[config.mk]
export PLATFORM = sky130hd
export DESIGN_NAME = id_ex_stage
export DESIGN_NICKNAME = d
export VERILOG_FILES = /design/src/rtl/id_ex_stage.sv
export SDC_FILE = /design/constraint.sdc
export NUM_CORES = 1
export LEC_CHECK = 0
export CAP_MARGIN = 20
export CORE_AREA = 4 4 130 132
export DETAILED_ROUTE_END_ITERATION = 6
export DIE_AREA = 0 0 134 136
export PLACE_DENSITY = 0.75
export SLEW_MARGIN = 30
export SYNTH_ARGS = -nofsm -noshare
export SYNTH_HDL_FRONTEND = slang
export SYNTH_SLANG_ARGS = --single-unit
export TNS_END_PERCENT = 100
[constraint.sdc]
create_clock -name clk -period 4.82 [get_ports clk]
set_input_delay 1.446 -clock clk [delete_from_list [all_inputs] [get_ports clk]]
set_output_delay 1.446 -clock clk [all_outputs]
set_load 0.05 [all_outputs]
[src/rtl/id_ex_stage.sv]
// ID/EX pipeline register with load-use hazard detection and flush bubbles.
// stall is combinational from the EX registers and the ID inputs; every ex_* output is registered.
module id_ex_stage #(
  parameter int XLEN  = 32,
  parameter int CNT_W = 16
) (
  input  logic             clk,
  input  logic             rst,
  input  logic             flush,
  input  logic             id_valid,
  input  logic [6:0]       id_opcode,
  input  logic [4:0]       id_rs1,
  input  logic [4:0]       id_rs2,
  input  logic [4:0]       id_rd,
  input  logic [2:0]       id_funct3,
  input  logic             id_funct7_5,
  input  logic [XLEN-1:0]  id_pc,
  input  logic [XLEN-1:0]  id_rs1_data,
  input  logic [XLEN-1:0]  id_rs2_data,
  input  logic [XLEN-1:0]  id_imm,
  input  logic             id_mem_rd,
  input  logic             id_mem_wr,
  input  logic             id_reg_wr,
  input  logic             id_mux_reg_wr,
  input  logic             id_mux_ula,
  input  logic             id_branch,
  input  logic [1:0]       id_ula_op,
  output logic             stall,
  output logic             ex_valid,
  output logic [XLEN-1:0]  ex_pc,
  output logic [XLEN-1:0]  ex_rs1_data,
  output logic [XLEN-1:0]  ex_rs2_data,
  output logic [XLEN-1:0]  ex_imm,
  output logic [4:0]       ex_rs1,
  output logic [4:0]       ex_rs2,
  output logic [4:0]       ex_rd,
  output logic [2:0]       ex_funct3,
  output logic             ex_funct7_5,
  output logic             ex_mem_rd,
  output logic             ex_mem_wr,
  output logic             ex_reg_wr,
  output logic             ex_mux_reg_wr,
  output logic             ex_mux_ula,
  output logic             ex_branch,
  output logic [1:0]       ex_ula_op,
  output logic [CNT_W-1:0] bubble_count
);
  typedef struct packed {
    logic            valid;
    logic [XLEN-1:0] pc, rs1_data, rs2_data, imm;
    logic [4:0]      rs1, rs2, rd;
    logic [2:0]      funct3;
    logic            funct7_5;
    logic            mem_rd, mem_wr, reg_wr, mux_reg_wr, mux_ula;
    logic [1:0]      ula_op;
    logic            branch;
  } ex_t;

  ex_t              ex_q, ex_d;
  logic [CNT_W-1:0] cnt_q, cnt_d;
  logic             uses_rs1, uses_rs2, load_ex, hazard, bubble;

  // LUI, AUIPC and JAL carry no rs1; only R-type, stores and branches read rs2.
  assign uses_rs1 = !(id_opcode inside {7'b0110111, 7'b0010111, 7'b1101111});
  assign uses_rs2 = id_opcode inside {7'b0110011, 7'b0100011, 7'b1100011};
  // Stores also raise mem_rd, so mem_wr must be low for a real load.
  assign load_ex  = ex_q.valid & ex_q.mem_rd & ~ex_q.mem_wr;
  assign hazard   = id_valid & load_ex & (ex_q.rd != 5'd0) &
                    ((uses_rs1 & (id_rs1 == ex_q.rd)) | (uses_rs2 & (id_rs2 == ex_q.rd)));
  assign stall    = hazard & ~flush;
  assign bubble   = flush | hazard;

  always_comb begin
    ex_d  = '0;
    cnt_d = cnt_q;
    if (bubble) begin
      if (cnt_q != '1) cnt_d = cnt_q + CNT_W'(1);
    end else begin
      ex_d.valid    = id_valid;
      ex_d.pc       = id_pc;
      ex_d.rs1_data = id_rs1_data;
      ex_d.rs2_data = id_rs2_data;
      ex_d.imm      = id_imm;
      ex_d.rs1      = id_rs1;
      ex_d.rs2      = id_rs2;
      ex_d.rd       = id_rd;
      ex_d.funct3   = id_funct3;
      ex_d.funct7_5 = id_funct7_5;
      if (id_valid) begin
        ex_d.mem_rd     = id_mem_rd;
        ex_d.mem_wr     = id_mem_wr;
        ex_d.reg_wr     = id_reg_wr;
        ex_d.mux_reg_wr = id_mux_reg_wr;
        ex_d.mux_ula    = id_mux_ula;
        ex_d.ula_op     = id_ula_op;
        ex_d.branch     = id_branch;
      end
    end
  end

  always_ff @(posedge clk) begin
    if (rst) begin
      ex_q  <= '0;
      cnt_q <= '0;
    end else begin
      ex_q  <= ex_d;
      cnt_q <= cnt_d;
    end
  end

  assign ex_valid      = ex_q.valid;
  assign ex_pc         = ex_q.pc;
  assign ex_rs1_data   = ex_q.rs1_data;
  assign ex_rs2_data   = ex_q.rs2_data;
  assign ex_imm        = ex_q.imm;
  assign ex_rs1        = ex_q.rs1;
  assign ex_rs2        = ex_q.rs2;
  assign ex_rd         = ex_q.rd;
  assign ex_funct3     = ex_q.funct3;
  assign ex_funct7_5   = ex_q.funct7_5;
  assign ex_mem_rd     = ex_q.mem_rd;
  assign ex_mem_wr     = ex_q.mem_wr;
  assign ex_reg_wr     = ex_q.reg_wr;
  assign ex_mux_reg_wr = ex_q.mux_reg_wr;
  assign ex_mux_ula    = ex_q.mux_ula;
  assign ex_branch     = ex_q.branch;
  assign ex_ula_op     = ex_q.ula_op;
  assign bubble_count  = cnt_q;
endmodule
==> run_summary.xml, run 1 <==
<?xml version="1.0" encoding="UTF-8"?>
<metrics>
  <group name="run_status">
    <metric name="outcome" unit="">finished, final reports clean</metric>
  </group>
  <group name="finish">
    <metric name="seq_area" unit="sq mm">0.00344</metric>
    <metric name="final_cell_mix" unit="">clkdlybuf4s50_1 (337), dfxtp_1 (172), and2_1 (149)</metric>
    <metric name="fillers" unit="">1293</metric>
    <metric name="final_net_count" unit="">966</metric>
    <metric name="num_antenna_cells" unit="">0</metric>
    <metric name="fin_util" unit="">0.604</metric>
    <metric name="multi_input_comb_area" unit="sq mm">0.00175</metric>
    <metric name="layout_commonest_cell" unit="">clkdlybuf4s50_1</metric>
    <metric name="drive_gt1_frac" unit="">0.0788</metric>
    <metric name="synthToLayoutAreaGrowth" unit="%">75.6</metric>
  </group>
  <group name="sta">
    <metric name="fmax" unit="MHz">227</metric>
    <metric name="hold_violations" unit="">0</metric>
    <metric name="post-route-min-period" unit="ns">4.41</metric>
    <metric name="grt_setup_unrepaired" unit="">false</metric>
    <metric name="fin_hold_ws" unit="ns">0.555</metric>
    <metric name="final_tns_setup" unit="ns">0</metric>
    <metric name="clock-skew-final" unit="ns">0.0105</metric>
    <metric name="max_slew.worst_pin.slew" unit="ns">0.792</metric>
    <metric name="period_share" unit="">0.914</metric>
    <metric name="drv_slew" unit="">0</metric>
    <metric name="maxSlewHeadroom" unit="">0.470</metric>
    <metric name="setup_viol_count_final" unit="">0</metric>
  </group>
  <group name="clock_tree">
    <metric name="h-tree-depth" unit="">4</metric>
    <metric name="clk_transition_reported_paths" unit="ns">0.07</metric>
    <metric name="worstSkewPairLatency" unit="ns">0.42</metric>
    <metric name="clock_tree.root_cell" unit="">clkbuf_16</metric>
    <metric name="clock_sinks" unit="">172</metric>
    <metric name="post_cts_resized" unit="">0</metric>
    <metric name="cts_made_buffers" unit="">17</metric>
    <metric name="tritoncts_clock_tree" unit="">yes</metric>
    <metric name="cts_setup_buffers" unit="">0</metric>
    <metric name="cts.hold.buffers_added" unit="">0</metric>
    <metric name="cts.path.max_buffers" unit="">2</metric>
  </group>
  <group name="global_route">
    <metric name="gr-total-overflow" unit="">0</metric>
    <metric name="grt_antenna_before_repair" unit="">0</metric>
    <metric name="grt_start_max_net_pins" unit="">110</metric>
    <metric name="grt_use_total" unit="">0.176</metric>
    <metric name="grt_first_pass_wirelength" unit="mm">24.5</metric>
    <metric name="via_count_of_the_first_global_routing_pass" unit="">4429</metric>
  </group>
  <group name="yosys">
    <metric name="ys_seq_elements" unit="">172</metric>
    <metric name="avgSynthCellArea" unit="sq um">11.8</metric>
    <metric name="synthCells" unit="">458</metric>
    <metric name="ys_warn_count" unit="">0</metric>
    <metric name="synth.yosys.seq_area_share" unit="">0.637</metric>
    <metric name="post_synth_num_cell_types" unit="">43</metric>
    <metric name="syn_area" unit="sq mm">0.00541</metric>
    <metric name="syn_nets" unit="">625</metric>
  </group>
  <group name="worst_setup_path">
    <metric name="timing.critical_path.to_type" unit="">output port</metric>
    <metric name="required" unit="ns">3.37</metric>
    <metric name="setup.worst_path.start_class" unit="">primary input</metric>
    <metric name="worstSetupPathType" unit="">in -&gt; out</metric>
    <metric name="timing.critical_path.arrival" unit="ns">2.96</metric>
    <metric name="rrSetupSlack" unit="ns">2.54</metric>
    <metric name="timing.critical_path.fanout_max" unit="">2</metric>
  </group>
  <group name="min_path">
    <metric name="hold_path.class" unit="">reg -&gt; reg</metric>
  </group>
  <group name="floorplan">
    <metric name="coreArea" unit="sq mm">0.0157</metric>
    <metric name="floorplan.die.width" unit="um">134</metric>
    <metric name="initial_core_util" unit="">0.344</metric>
    <metric name="die_area" unit="sq mm">0.0182</metric>
    <metric name="die_h" unit="um">136</metric>
    <metric name="ports_placed_on_the_boundary" unit="">339</metric>
    <metric name="rows" unit="">46</metric>
  </group>
  <group name="flow_run">
    <metric name="max_capacitance_violation_count" unit="">0</metric>
  </group>
  <group name="detailed_routing">
    <metric name="remaining_drc_errors" unit="">0</metric>
    <metric name="route.vias.total" unit="">4323</metric>
    <metric name="drt-total-wl" unit="mm">16.5</metric>
    <metric name="first_pass_iters" unit="">4</metric>
    <metric name="detail-route-antenna-nets" unit="">0</metric>
    <metric name="avgViaCountPerCell" unit="">4.21</metric>
    <metric name="avgRoutedWirePerCell" unit="um">16.1</metric>
    <metric name="initialDrtViolationCount" unit="">149</metric>
  </group>
  <group name="power">
    <metric name="power.static_leakage" unit="nW">3.72</metric>
    <metric name="power_density" unit="mW/mm^2">349</metric>
    <metric name="worst_ir_drop_vdd" unit="mV">0.213</metric>
  </group>
  <group name="place">
    <metric name="place.gp.congestion" unit="">0.817</metric>
    <metric name="port_buffers" unit="">338</metric>
    <metric name="dpl.hpwl" unit="mm">12.9</metric>
  </group>
</metrics>
## cells in the mapped netlist (all sizes together)
master,count,area [sq um]
nor2,16,67.6
mux2i,1,10.0
and2,151,946
o2111ai,1,8.76
a21o,4,30.0
nor2b,4,25.0
nand2,5,21.3
xnor2,5,43.8
nand4b,1,15.0
and3,15,104
ha,1,12.5
or2,1,6.26
a211oi,3,35.0
nand3,9,55.1
a21oi,9,48.8
nor3,5,47.5
a2111oi,1,15.0
a311oi,1,8.76
xor2,10,95.1
a41oi,1,27.5
dfxtp,172,3440
clkbuf,3,12.5
a31oi,1,6.26
inv,8,30.0
a31o,2,17.5
mux2,3,41.3
and4,1,8.76
buf,17,173
nand4,7,50.1
## where the power goes
group | internal, mW | switching, mW | total (mW)
logic | 0.236 | 0.273 | 0.509
registers | 1.47 | 0.0189 | 1.49
clock network | 0.723 | 0.591 | 1.31
## path summary, 6_finish.rpt
path | startpoint | endpoint | depth (start not counted)
hold reg to reg | bubble_count[11] | bubble_count[13] | 2
setup reg to reg | bubble_count[0] | bubble_count[5] | 7
hold / removal | bubble_count[11] | bubble_count[13] | 2
setup / recovery | id_valid | stall | 6
## worst max-delay path: stages
cell and delay (ns):
clkdlybuf4s50_1 0.51, nand4b_2 0.18, nor3_4 0.28, nand4_1 0.13, a21oi_1 0.24, buf_12 0.18
## sequential cells by signal, summed over array words and instances, names as in the netlist
name,count
ex_valid,1
ex_rs1_data,32
ex_ula_op,2
ex_mem_wr,1
ex_rs2,5
ex_branch,1
ex_reg_wr,1
ex_mux_ula,1
ex_mux_reg_wr,1
bubble_count,16
ex_funct7_5,1
ex_imm,32
ex_rd,5
ex_funct3,3
ex_rs1,5
ex_mem_rd,1
ex_pc,32
ex_rs2_data,32
## kinds of logic (layout without fill, tap and decap cells)
group / count (synthesis) / after routing / synth area share
compound gates: 23 / 23 / 0.0366
xor+xnor: 15 / 15 / 0.0257
fa+ha+maj: 1 / 1 / 0.00231
buf+inv: 28 / 382 / 0.0398
flops: 172 / 172 / 0.637
mux: 4 / 4 / 0.00949
simple gates: 215 / 215 / 0.249
## layout make-up
class | count | area share
Clock buffer | 18 | 0.0452
Clock inverter | 14 | 0.0142
Inverter | 8 | 0.00316
Multi-Input combinational cell | 258 | 0.184
Sequential cell | 172 | 0.363
Tap cell | 216 | 0.0285
Timing Repair Buffer | 342 | 0.362
## per-stage QoR
stage               power, mW  setup slack [ns]  instances  area (sq um)
floorplan                1.79             0.450        458          5410
global placement         2.03             0.372        996          8930
detailed placement       2.04             0.370        996          8930
CTS                      3.36             0.366       1028          9490
global route             3.44             0.316       1028          9490
finish                   3.32             0.413       1028          9490
## routing by layer
metal / track usage / share of wire / wire [um]
met1: 0.183 / 0.37 / 6110
met2: 0.319 / 0.52 / 8660
met4: 0.0583 / 0.013 / 214
met5: 0 / 0 / 0
met3: 0.0744 / 0.093 / 1530
Note: power is estimated with default switching activity, not from simulation.
==> inputs of run 2 (changes only) <==
Settings changed: CORE_AREA 4 4 130 132 to 4 4 131 133, CTS_BUF_LIST set to sky130_fd_sc_hd__clkbuf_8, DIE_AREA 0 0 134 136 to 0 0 135 137, PLACE_DENSITY 0.75 to 0.74.
==> run_summary.xml, run 2 (same netlist as run 1, synthesis figures left out) <==
<?xml version="1.0" encoding="UTF-8"?>
<metrics>
  <group name="run_status">
    <metric name="outcome" unit="">finished, final reports clean</metric>
  </group>
  <group name="floorplan">
    <metric name="coreArea" unit="sq mm">0.0158</metric>
    <metric name="floorplan.die.width" unit="um">135</metric>
    <metric name="die_area" unit="sq mm">0.0185</metric>
    <metric name="ports_placed_on_the_boundary" unit="">339</metric>
    <metric name="die_h" unit="um">137</metric>
    <metric name="initial_core_util" unit="">0.342</metric>
    <metric name="rows" unit="">46</metric>
  </group>
  <group name="global_route">
    <metric name="grt_use_total" unit="">0.173</metric>
    <metric name="grt_antenna_before_repair" unit="">0</metric>
    <metric name="via_count_of_the_first_global_routing_pass" unit="">4614</metric>
    <metric name="grt_first_pass_wirelength" unit="mm">24.4</metric>
    <metric name="grt_start_max_net_pins" unit="">93</metric>
    <metric name="gr-total-overflow" unit="">0</metric>
  </group>
  <group name="power">
    <metric name="worst_ir_drop_vdd" unit="mV">0.206</metric>
    <metric name="sw_frac_of_total" unit="">0.272</metric>
    <metric name="combPwrFrac" unit="">0.171</metric>
    <metric name="power.static_leakage" unit="nW">3.64</metric>
    <metric name="power_density" unit="mW/mm^2">320</metric>
    <metric name="power_frac_seq" unit="">0.502</metric>
    <metric name="power.clock.fraction" unit="">0.327</metric>
    <metric name="cellInternalPower" unit="mW">2.16</metric>
    <metric name="total_switching_power" unit="mW">0.810</metric>
  </group>
  <group name="clock_tree">
    <metric name="cts.path.max_buffers" unit="">2</metric>
    <metric name="worstSkewPairLatency" unit="ns">0.45</metric>
    <metric name="cts.hold.buffers_added" unit="">0</metric>
    <metric name="h-tree-depth" unit="">4</metric>
    <metric name="clock_sinks" unit="">172</metric>
    <metric name="clk_transition_reported_paths" unit="ns">0.09</metric>
    <metric name="clock_tree.root_cell" unit="">clkbuf_8</metric>
    <metric name="cts_made_buffers" unit="">17</metric>
    <metric name="cts_setup_buffers" unit="">0</metric>
    <metric name="post_cts_resized" unit="">0</metric>
    <metric name="tritoncts_clock_tree" unit="">yes</metric>
  </group>
  <group name="sta">
    <metric name="grt_setup_unrepaired" unit="">false</metric>
    <metric name="maxSlewHeadroom" unit="">0.464</metric>
    <metric name="post-route-worst-setup-slack" unit="ns">0.377</metric>
    <metric name="period_share" unit="">0.922</metric>
    <metric name="max_slew.worst_pin.slew" unit="ns">0.802</metric>
    <metric name="final_tns_setup" unit="ns">0</metric>
    <metric name="drv_slew" unit="">0</metric>
    <metric name="fmax" unit="MHz">225</metric>
    <metric name="setup_viol_count_final" unit="">0</metric>
    <metric name="post-route-min-period" unit="ns">4.44</metric>
    <metric name="clock-skew-final" unit="ns">0.0125</metric>
    <metric name="hold_violations" unit="">0</metric>
  </group>
  <group name="worst_setup_path">
    <metric name="cp_slowest_stage_delay" unit="ns">0.50</metric>
    <metric name="crit_path_cell_trace" unit="">clkdlybuf4s50_1 -&gt; nand4b_2 -&gt; nor3_4 -&gt; nand4_1 -&gt; a21oi_1 -&gt; buf_12</metric>
    <metric name="required" unit="ns">3.37</metric>
    <metric name="worstSetupPathType" unit="">in -&gt; out</metric>
    <metric name="family_with_the_most_delay_on_the_worst_path" unit="">buffers and inverters</metric>
    <metric name="timing.critical_path.to_type" unit="">output port</metric>
    <metric name="timing.critical_path.arrival" unit="ns">3.00</metric>
    <metric name="setup.worst_path.start_class" unit="">primary input</metric>
    <metric name="crit_buf_inv" unit="">2</metric>
    <metric name="rrSetupSlack" unit="ns">2.40</metric>
    <metric name="crit_slowest_cell" unit="">clkdlybuf4s50_1</metric>
    <metric name="timing.critical_path.fanout_max" unit="">2</metric>
  </group>
  <group name="flow_run">
    <metric name="max_capacitance_violation_count" unit="">0</metric>
  </group>
  <group name="detailed_routing">
    <metric name="avgRoutedWirePerCell" unit="um">16.1</metric>
    <metric name="route.vias.total" unit="">4396</metric>
    <metric name="first_pass_iters" unit="">4</metric>
    <metric name="avgViaCountPerCell" unit="">4.28</metric>
    <metric name="initialDrtViolationCount" unit="">106</metric>
    <metric name="drt-total-wl" unit="mm">16.5</metric>
    <metric name="detail-route-antenna-nets" unit="">0</metric>
    <metric name="remaining_drc_errors" unit="">0</metric>
  </group>
  <group name="finish">
    <metric name="final_cell_mix" unit="">clkdlybuf4s50_1 (337), dfxtp_1 (172), and2_1 (149)</metric>
    <metric name="num_antenna_cells" unit="">0</metric>
    <metric name="layout_commonest_cell" unit="">clkdlybuf4s50_1</metric>
    <metric name="synthToLayoutAreaGrowth" unit="%">72.1</metric>
    <metric name="seq_area" unit="sq mm">0.00344</metric>
    <metric name="fillers" unit="">1302</metric>
    <metric name="final_net_count" unit="">966</metric>
    <metric name="drive_gt1_frac" unit="">0.0788</metric>
    <metric name="multi_input_comb_area" unit="sq mm">0.00175</metric>
  </group>
  <group name="place">
    <metric name="dpl.hpwl" unit="mm">13.2</metric>
    <metric name="place.gp.congestion" unit="">0.855</metric>
    <metric name="port_buffers" unit="">338</metric>
    <metric name="place_ws" unit="ns">0.349</metric>
  </group>
  <group name="min_path">
    <metric name="hold_path.class" unit="">reg -&gt; reg</metric>
  </group>
</metrics>
-- run 2: cell types whose count changed in the layout (fill, tap and decap cells not counted), sizes merged --
cell,previous run,this run
clkbuf,18,20
clkinv,6,5
inv,13,12
-- run 2: metrics by stage --
stage	cells	instance area (sq um)	utilization	total power, mW	hold WS (ns)
2_1_floorplan	458	5410	-	1.79	0.747
3_3_place_gp	996	8910	0.563	2.03	0.518
3_5_place_dp	996	8910	0.563	2.04	0.525
4_1_cts	1028	9300	0.588	3.02	0.550
5_1_grt	1028	9300	0.588	3.10	0.589
6_report	1028	9300	0.588	2.97	0.549
-- run 2: power groups by stage --
stage               sequential (mW)  combinational, mW  clock (mW)
finish                         1.49              0.508       0.972
global route                   1.50              0.532        1.07
CTS                            1.49              0.513        1.01
detailed placement             1.53              0.511           0
global placement               1.52              0.507           0
floorplan                      1.71             0.0771           0
-- run 2: worst register-to-register path, stage by stage (launching register included) --
cell,delay [ns]
dfxtp_1,0.48
ha_1,0.26
and2_1,0.18
nand3_1,0.13
nor3_1,0.53
a21oi_2,0.24
nand4_1,0.17
mux2_2,0.35
-- run 2: area by class of cell --
class / instances / area share
well taps: 216 / 0.0291
repair buffers: 342 / 0.368
multi-input cells: 258 / 0.188
flip-flops and latches: 172 / 0.370
inverters: 8 / 0.00323
clock inverters: 12 / 0.0122
clock buffers: 20 / 0.0296
-- run 2: path summary, 6_finish.rpt --
kind | to | from | depth (start not counted)
max | stall | id_valid | 6
max reg2reg | bubble_count[5] | bubble_count[0] | 7
min | bubble_count[8] | bubble_count[8] | 2
min reg2reg | bubble_count[8] | bubble_count[8] | 2
-- run 2: routing by layer --
layer  track usage  wire (um)  vias up
li1              -          -     2142
met1         0.164       5680     2007
met2         0.324       8650      215
met3        0.0776       1720       32
met4        0.0717        458        0
met5             0          0        -
